===== config.mk =====
export PLATFORM = sky130hd
export DESIGN_NAME = stereo_disparity_search
export DESIGN_NICKNAME = d
export VERILOG_FILES = /design/src/rtl/stereo_disparity_search.sv
export SDC_FILE = /design/constraint.sdc
export NUM_CORES = 1
export LEC_CHECK = 0
export ABC_AREA = 1
export BUFFER_PORTS_ARGS = -buffer_cell sky130_fd_sc_hd__buf_2
export CORE_ASPECT_RATIO = 0.9
export CORE_MARGIN = 2
export CORE_UTILIZATION = 50
export DETAILED_ROUTE_END_ITERATION = 8
export GPL_TIMING_DRIVEN = 0
export PLACE_DENSITY = 0.66
export SLEW_MARGIN = 20
export SYNTH_ARGS = -nofsm -noshare
export SYNTH_HDL_FRONTEND = slang
export SYNTH_SLANG_ARGS = --single-unit

===== constraint.sdc =====
create_clock -name clk -period 12.6 [get_ports clk]
set_input_delay 2.52 -clock clk [delete_from_list [all_inputs] [get_ports clk]]
set_output_delay 2.52 -clock clk [all_outputs]
set_load 0.02 [all_outputs]

===== src/rtl/stereo_disparity_search.sv =====
// Stereo disparity search: SAD block matching of a WIN_LEN reference window over MAX_DISP shifts.
// Define DISP_CONF_EN to track the second-best SAD and derive a margin-based confidence flag.
module stereo_disparity_search #(
    parameter int unsigned PIX_W       = 8,
    parameter int unsigned WIN_LEN     = 16,
    parameter int unsigned MAX_DISP    = 32,
    parameter int unsigned IMG_W       = 320,
    parameter int unsigned CONF_THRESH = 64,
    localparam int unsigned SAD_W      = PIX_W + $clog2(WIN_LEN),
    localparam int unsigned DISP_W     = $clog2(MAX_DISP),
    localparam int unsigned COL_W      = $clog2(IMG_W)
) (
    input  logic              clk,
    input  logic              rst,
    input  logic              start,
    input  logic [COL_W-1:0]  hint_col,
    output logic [COL_W-1:0]  fetch_col,
    input  logic              pix_valid,
    input  logic [PIX_W-1:0]  pix_data,
    output logic              pix_ready,
    output logic              busy,
    output logic              done,
    output logic [DISP_W-1:0] depth,
    output logic [SAD_W-1:0]  best_sad,
    output logic              confident
);

    localparam int unsigned SRCH_LEN = WIN_LEN + MAX_DISP - 1;
    localparam int unsigned IDX_W    = $clog2(SRCH_LEN);
    localparam int unsigned I_W      = $clog2(WIN_LEN);
    localparam logic [COL_W-1:0] COL_MAX = COL_W'(IMG_W - WIN_LEN - MAX_DISP);

    typedef enum logic [2:0] {StIdle, StLoadRef, StLoadSrch, StCompute, StDone} state_e;
    state_e state_q, state_d;

    logic [PIX_W-1:0]  ref_buf  [WIN_LEN];
    logic [PIX_W-1:0]  srch_buf [SRCH_LEN];
    logic [IDX_W-1:0]  fill_q;
    logic [I_W-1:0]    i_q;
    logic [DISP_W-1:0] d_q;
    logic [SAD_W-1:0]  acc_q, cur_sad;
    logic [SAD_W-1:0]  best_q, best_d;
    logic [DISP_W-1:0] best_disp_q, best_disp_d;
    logic [PIX_W-1:0]  pa, pb, diff;
    logic [IDX_W-1:0]  srch_idx;
    logic              accept, ref_last, srch_last, term_last, job_last, conf_d;

    assign accept    = pix_valid && (state_q == StLoadRef || state_q == StLoadSrch);
    assign ref_last  = fill_q == IDX_W'(WIN_LEN - 1);
    assign srch_last = fill_q == IDX_W'(SRCH_LEN - 1);
    assign term_last = i_q == I_W'(WIN_LEN - 1);
    assign job_last  = term_last && (d_q == DISP_W'(MAX_DISP - 1));
    assign srch_idx  = IDX_W'(i_q) + IDX_W'(d_q);

    always_ff @(posedge clk) begin
        if (rst) state_q <= StIdle;
        else     state_q <= state_d;
    end

    always_comb begin
        state_d   = state_q;
        pix_ready = 1'b0;
        busy      = 1'b1;
        done      = 1'b0;
        unique case (state_q)
            StIdle: begin
                busy = 1'b0;
                if (start) state_d = StLoadRef;
            end
            StLoadRef: begin
                pix_ready = 1'b1;
                if (accept && ref_last) state_d = StLoadSrch;
            end
            StLoadSrch: begin
                pix_ready = 1'b1;
                if (accept && srch_last) state_d = StCompute;
            end
            StCompute: if (job_last) state_d = StDone;
            StDone: begin
                done    = 1'b1;
                state_d = StIdle;
            end
            default: state_d = StIdle;
        endcase
    end

    // Absolute difference of the current term and the running best for the completed shift.
    always_comb begin
        pa          = ref_buf[i_q];
        pb          = srch_buf[srch_idx];
        diff        = (pa > pb) ? pa - pb : pb - pa;
        cur_sad     = acc_q + SAD_W'(diff);
        best_d      = best_q;
        best_disp_d = best_disp_q;
        if (d_q == '0) begin
            best_d      = cur_sad;
            best_disp_d = '0;
        end else if (cur_sad < best_q) begin
            best_d      = cur_sad;
            best_disp_d = d_q;
        end
    end

`ifdef DISP_CONF_EN
    logic [SAD_W-1:0] second_q, second_d;

    // Ties with the best land here, giving a zero margin.
    always_comb begin
        second_d = second_q;
        if (d_q == '0)              second_d = '1;
        else if (cur_sad < best_q)  second_d = best_q;
        else if (cur_sad < second_q) second_d = cur_sad;
        conf_d = 32'(second_d - best_d) >= CONF_THRESH;
    end

    always_ff @(posedge clk) begin
        if (rst)                                    second_q <= '0;
        else if (state_q == StCompute && term_last) second_q <= second_d;
    end
`else
    assign conf_d = 1'b1;
`endif

    always_ff @(posedge clk) begin
        if (rst) begin
            fill_q      <= '0;
            i_q         <= '0;
            d_q         <= '0;
            acc_q       <= '0;
            best_q      <= '0;
            best_disp_q <= '0;
            fetch_col   <= '0;
            depth       <= '0;
            best_sad    <= '0;
            confident   <= 1'b0;
        end else begin
            if (state_q == StIdle && start) begin
                fetch_col <= (hint_col > COL_MAX) ? COL_MAX : hint_col;
                fill_q    <= '0;
                i_q       <= '0;
                d_q       <= '0;
                acc_q     <= '0;
            end
            if (accept) begin
                if ((state_q == StLoadRef) ? ref_last : srch_last) fill_q <= '0;
                else                                               fill_q <= fill_q + 1'b1;
            end
            if (state_q == StCompute) begin
                i_q   <= term_last ? '0 : i_q + 1'b1;
                acc_q <= term_last ? '0 : cur_sad;
                if (term_last) begin
                    d_q         <= d_q + 1'b1;
                    best_q      <= best_d;
                    best_disp_q <= best_disp_d;
                end
                if (job_last) begin
                    depth     <= best_disp_d;
                    best_sad  <= best_d;
                    confident <= conf_d;
                end
            end
        end
    end

    always_ff @(posedge clk) begin
        if (accept && state_q == StLoadRef)  ref_buf[fill_q[I_W-1:0]] <= pix_data;
        if (accept && state_q == StLoadSrch) srch_buf[fill_q]          <= pix_data;
    end

endmodule


======== Word level (Yosys, flattened, before mapping) ========
Memory sizes are Yosys's and may differ from the RTL's. A register that Yosys moved wholly into a read port is not among the register bits.
Cells that the tools add are included.
storage, ports and cells
  register bits after elaboration ......... 74
  word-level logic and storage cells ...... 84
  memories kept ........................... 2
  latch bits .............................. 0
  output and inout bits ................... 30
  memory bits (writable) .................. 504
  memory bits (read-only) ................. 0
memory list
  name      depth  width  read ports  clocked after Yosys merged registers in  write ports  RTL line  source
  srch_buf  47     8      1           0                                        1            37        logic [PIX_W-1:0] srch_buf [SRCH_LEN];
  ref_buf   16     8      1           1                                        1            36        logic [PIX_W-1:0] ref_buf [WIN_LEN];
operators by class
  reductions and logical operators ........ 16
  shifts and indexed selects .............. 0
  magnitude comparators ................... 3
  equal/unequal tests ..................... 12
  bitwise operators ....................... 0
  div/mod/pow operators ................... 0
  $add $sub $neg .......................... 7
  mux-type cells .......................... 33
  $mul .................................... 0
operator list
  cell                                            count
  2-to-1 mux 12 bit                               5
  2-to-1 mux 5 bit                                5
  2-to-1 mux 4 bit                                5
  2-to-1 mux 6 bit                                3
  subtractor 8 bit                                2
  adder 12 x 8 -> 12 bit                          1
  less-than comparator 12 bit                     1
  2-to-1 mux 3 bit                                4
  case mux 3 bit (4 select lines)                 1
  > comparator 9 bit (second input constant)      1
  2-to-1 mux 9 bit                                1
  > comparator 8 bit                              1
  2-to-1 mux 1 bit                                8
  2-to-1 mux 8 bit                                1
  logical AND 1 bit                               7
  adder 4 x 5 -> 6 bit                            1
  adder 6 x 1 -> 6 bit (second input constant)    1
  == test 3 x 2 -> 1 bit (second input constant)  2
  == test 6 x 4 -> 1 bit (second input constant)  1
  == test 6 bit (second input constant)           1
  adder 5 x 1 -> 5 bit (second input constant)    1
  == test 5 bit (second input constant)           1
  zero test 5 bit                                 1
  adder 4 x 1 -> 4 bit (second input constant)    1
  other kinds (11)                                15

======== Logic depth before layout (Yosys ltp) ========
An unclocked memory read counts as a cell.
  word-level depth ........................ 8
  depth in mapped cells ................... 48

======== Least setup slack after synthesis ========
Ideal clock, no wire load.
  path type ............................... flip-flop to flip-flop
  from .................................... register i_q[0]
  to ...................................... register depth[4]
  setup slack ............................. 6.881 ns
  stages on the path, launching flop included .. 41
  required time ........................... 12.481 ns
  arrival time ............................ 5.600 ns
  clock period less this slack ............ 5.719 ns
  cell sequence ........................... dfxtp_1 ha_1 inv_1 fa_1 buf_4 clkinv_2 clkbuf_1 nand3_1 nand2_1 nand2_1 nand3_1 nand3_1 nand2_1 a21oi_1 ha_1 fa_1 o21ai_0 nand2_1 (+5 left out) inv_1 nand3_1 nand3_1 nand2_1 nand2_1 xor2_1 ha_1 nand2_1 inv_1 nand2_1 a21oi_1 nor2_1 nand2_2 nand2_2 buf_4 nand2_1 nand2_1 a21oi_1
on the way
  longest elaborated chain between the ends .. 8
RTL lines
  item                                                    RTL line  source
  start: declaration                                      39        logic [I_W-1:0] i_q;
  start signal: assignment                                149       i_q <= term_last ? '0 : i_q + 1'b1;
  adder 4 x 5 -> 6 bit                                    53        assign srch_idx = IDX_W'(i_q) + IDX_W'(d_q);
  memory read (47 x 8 bit)                                n/a
  subtractor 8 bit or > comparator 8 bit (tied branches)  91        diff = (pa > pb) ? pa - pb : pb - pa;
  2-to-1 mux 8 bit                                        91
  adder 12 x 8 -> 12 bit                                  92        cur_sad = acc_q + SAD_W'(diff);
  less-than comparator 12 bit                             98        end else if (cur_sad < best_q) begin
  2-to-1 mux 5 bit                                        98
  2-to-1 mux 5 bit                                        95        if (d_q == '0) begin
  end signal: assignment                                  157       depth <= best_disp_d;
  end: declaration                                        23        output logic [DISP_W-1:0] depth,
Several ways; a longest one is shown, not always the timed one.
A chain may end at the register's enable or synchronous reset.

======== Worst setup path in the final report ========
  from .................................... register i_q[0]
  to ...................................... register best_q[4]
on the way
  longest elaborated chain between the ends .. 8
RTL lines
  item                                                    RTL line  source
  adder 4 x 5 -> 6 bit                                    53
  memory read (47 x 8 bit)                                n/a
  subtractor 8 bit or > comparator 8 bit (tied branches)  91
  2-to-1 mux 8 bit                                        91
  adder 12 x 8 -> 12 bit                                  92
  less-than comparator 12 bit                             98
  2-to-1 mux 12 bit                                       98
  2-to-1 mux 12 bit                                       95
  end signal: assignment                                  153       best_q <= best_d;
  end: declaration                                        42        logic [SAD_W-1:0] best_q, best_d;
Several ways; a longest one is shown, not always the timed one.

==> metrics.yaml <==
overflow: 0
endpoint_kind: "flop"
cp_max_fo: 10
pin_count: 51
tightest_slew_ns: 1.03
io_buffers: 49
die-area_um2: 53600
syn_nets: 2582
async_flop_share: 0
finClkSkew_ns: 0.0397
slew_headroom: 0.314
routedWlPerCell_um: 20.8
worstSetupEndpoint: "best_q[4]"
fillCellCount: 4389
drive_gt1_frac: 0.0988
dp_hpwl_mm: 46.9
clkTransAtPathRegs_ns: 0.06
vdd_drop_max_uv: 130
synth_top_cell_by_area: "edfxtp_1"
cap_violations: 0
syn-mean-instance-area_um2: 10.3
syn2layout_area_growth_pct: 11.7
grt_usage: 0.258
regToRegSetupSlack_ns: 5.02
cts_buffer_depth: 3
multi_input_area_um2: 7970
wirelength_mm: 69.8
cts_made_buffers: 58
fmax_ghz: 0.132
clock-sinks: 582
initial_utilization: 0.504
powerDensity_nw_per_um2: 172
yosysWarnings: 0
clockRootBuffer: "clkbuf_16"
cts_setup_buffers: 0
seqCellArea_um2: 16700
remaining_drc_errors: 0
die_y_um: 220
ctsResizeCount: 0
insertedDiodeCount: 0
outcome: "finished, final reports clean"
grt_pass1_vias: 17464
synthesis.area_um2: 25900
crit_type: "reg -> reg"
synth-seq-cells: 582
layout_common_cells: "769 x nand2_1, 504 x edfxtp_1, 324 x nand3_1"
yosysUniqueCellTypes: 44
core_um2: 51400
synth_area_leaders: "edfxtp_1 58%, nand2_1 11%, nand3_1 6.3%"
crit_path_frequent_cell: "nand2_1"
r2r-start: "i_q[0]"
die_w_um: 244
nNetsFinal: 2694
ys.flop_type: "edfxtp_1"
critPathArrivalTime_ns: 8.14
cts_hold_buf: 0
grt_pass1_wl_mm: 104
drt-initial-drc-count: 2244
period_share: 0.602
cp.required_ns: 13.16
mostFrequentLayoutCell: "nand2_1"
postRouteAntennaNets: 0
htreeDepth: 2
crit_path_start: "i_q[0]"
worstSetupStartpointType: "flop"
r2r_cells: 40
vias: 18788
hold_path_class: "reg -> reg"
grt_antenna_before_repair: 1
synth.top_cell.area_share: 0.584
setup_tns_ns: 0
worst_path_max_delay_cell: "clkbuf_1"
period_needed_ns: 7.58
cpPeakStageDelay_ns: 0.64
setup-violations-final: 0
timing.rr.end: "best_q[4]"
firstDrtPassIters: 6
slew_viol_final: 0
synthCells: 2511
synth_seq_area_share: 0.645
clk_latency_ns: 0.65
cts_tree: "done"
rsz0062_at_grt: "no"
hold_viol: 0
power.total_mw: 4.98
grt_max_degree: 64
rows: 79
synth_edf_count: 504
viasPerCell: 5.61
p_leak_nw: 11.1
place.gp.congestion: 0.915
## flip-flops by register name (all words and copies together), names as in the netlist, named ones only
| signal | flops |
|---|---|
| srch_buf | 376 |
| confident | 1 |
| best_sad | 12 |
| best_q | 12 |
| ref_buf | 128 |
| best_disp_q | 5 |
| d_q | 5 |
| fill_q | 6 |
| state_q | 3 |
| fetch_col | 9 |
| i_q | 4 |
| depth | 5 |
| acc_q | 12 |
## power by group
group | internal [mW] | switching (mW)
Sequential | 2.12 | 0.0149
Combinational | 0.349 | 0.810
Clock | 0.961 | 0.729
## layout make-up
type / instances / area share
Sequential cell: 582 / 0.577
Multi-Input combinational cell: 1633 / 0.275
Clock buffer: 72 / 0.0531
Tap cell: 688 / 0.0297
Inverter: 173 / 0.0225
Buffer: 123 / 0.0222
Timing Repair Buffer: 52 / 0.0103
Clock inverter: 28 / 0.00999
## worst min-delay path by stage
stage / startpoint / to / cells after the start
after CTS: acc_q[2] / acc_q[2] / 2
after global placement: fetch_col[7] / fetch_col[7] / 2
final: acc_q[3] / acc_q[3] / 2
after floorplan: acc_q[0] / acc_q[0] / 2
after global routing: fetch_col[7] / fetch_col[7] / 2
after detailed placement: fetch_col[7] / fetch_col[7] / 2
## kinds of logic (layout without fill, tap and decap cells)
group                      after synthesis  count (layout)  synth area share
AOI/OAI and AO/OA                      265             265            0.0576
xor gates and xnor gates                16              16           0.00628
adders and majority gates               50              50            0.0253
buffers and inverters                  296             448            0.0499
DFF                                    582             582             0.645
muxes                                   32              32            0.0124
and+or+nand+nor                       1270            1270             0.204
## critical path, delay by kind of cell (launching register included)
kind	cells	cell delay (ns)
fa+ha+maj	6	2.13
xor+xnor	1	0.32
buf+inv	8	1.38
flops	1	0.42
compound gates	4	0.66
simple gates	21	2.57
## synth_stat cells, types with 2 or more instances
library cell and count:
o2111ai_1 4, xor2_2 2, fa_1 4, nand2_1 769, inv_1 163, buf_4 11, xnor2_1 6, o21ai_0 82
a21oi_4 2, a22oi_1 3, nor3_1 17, nor4_1 3, o211ai_1 36, xor2_1 7, ha_1 46, a211oi_1 2
or2_2 5, o21ai_1 6, inv_2 8, a21oi_1 124, nor2_4 2, buf_6 6, nand3_2 2, nor2_1 131
buf_2 75, o21bai_1 2, edfxtp_1 504, clkbuf_1 23, dfxtp_1 78, nand2_2 6, mux2i_1 31, nand4_1 9
buf_1 8, nand3_1 324
## metal layers
layer,up-vias,part of all wire,GRT usage
li1,8821,-,-
met1,9008,0.43,0.369
met2,845,0.45,0.398
met3,114,0.099,0.0580
met4,0,0.024,0.0709
met5,-,0,0
## stage by stage
stage	setup slack (ns)	cells	area [um2]	hold slack (ns)	utilization
global route	4.41	3351	28900	0.486	0.563
global placement	5.23	3248	27000	0.453	0.526
CTS	5.09	3350	28900	0.470	0.562
floorplan	6.88	2511	25900	0.444	-
detailed placement	5.17	3250	27100	0.459	0.527
finish	5.02	3351	28900	0.471	0.563
No activity file was read; power rests on OpenSTA's default activity.
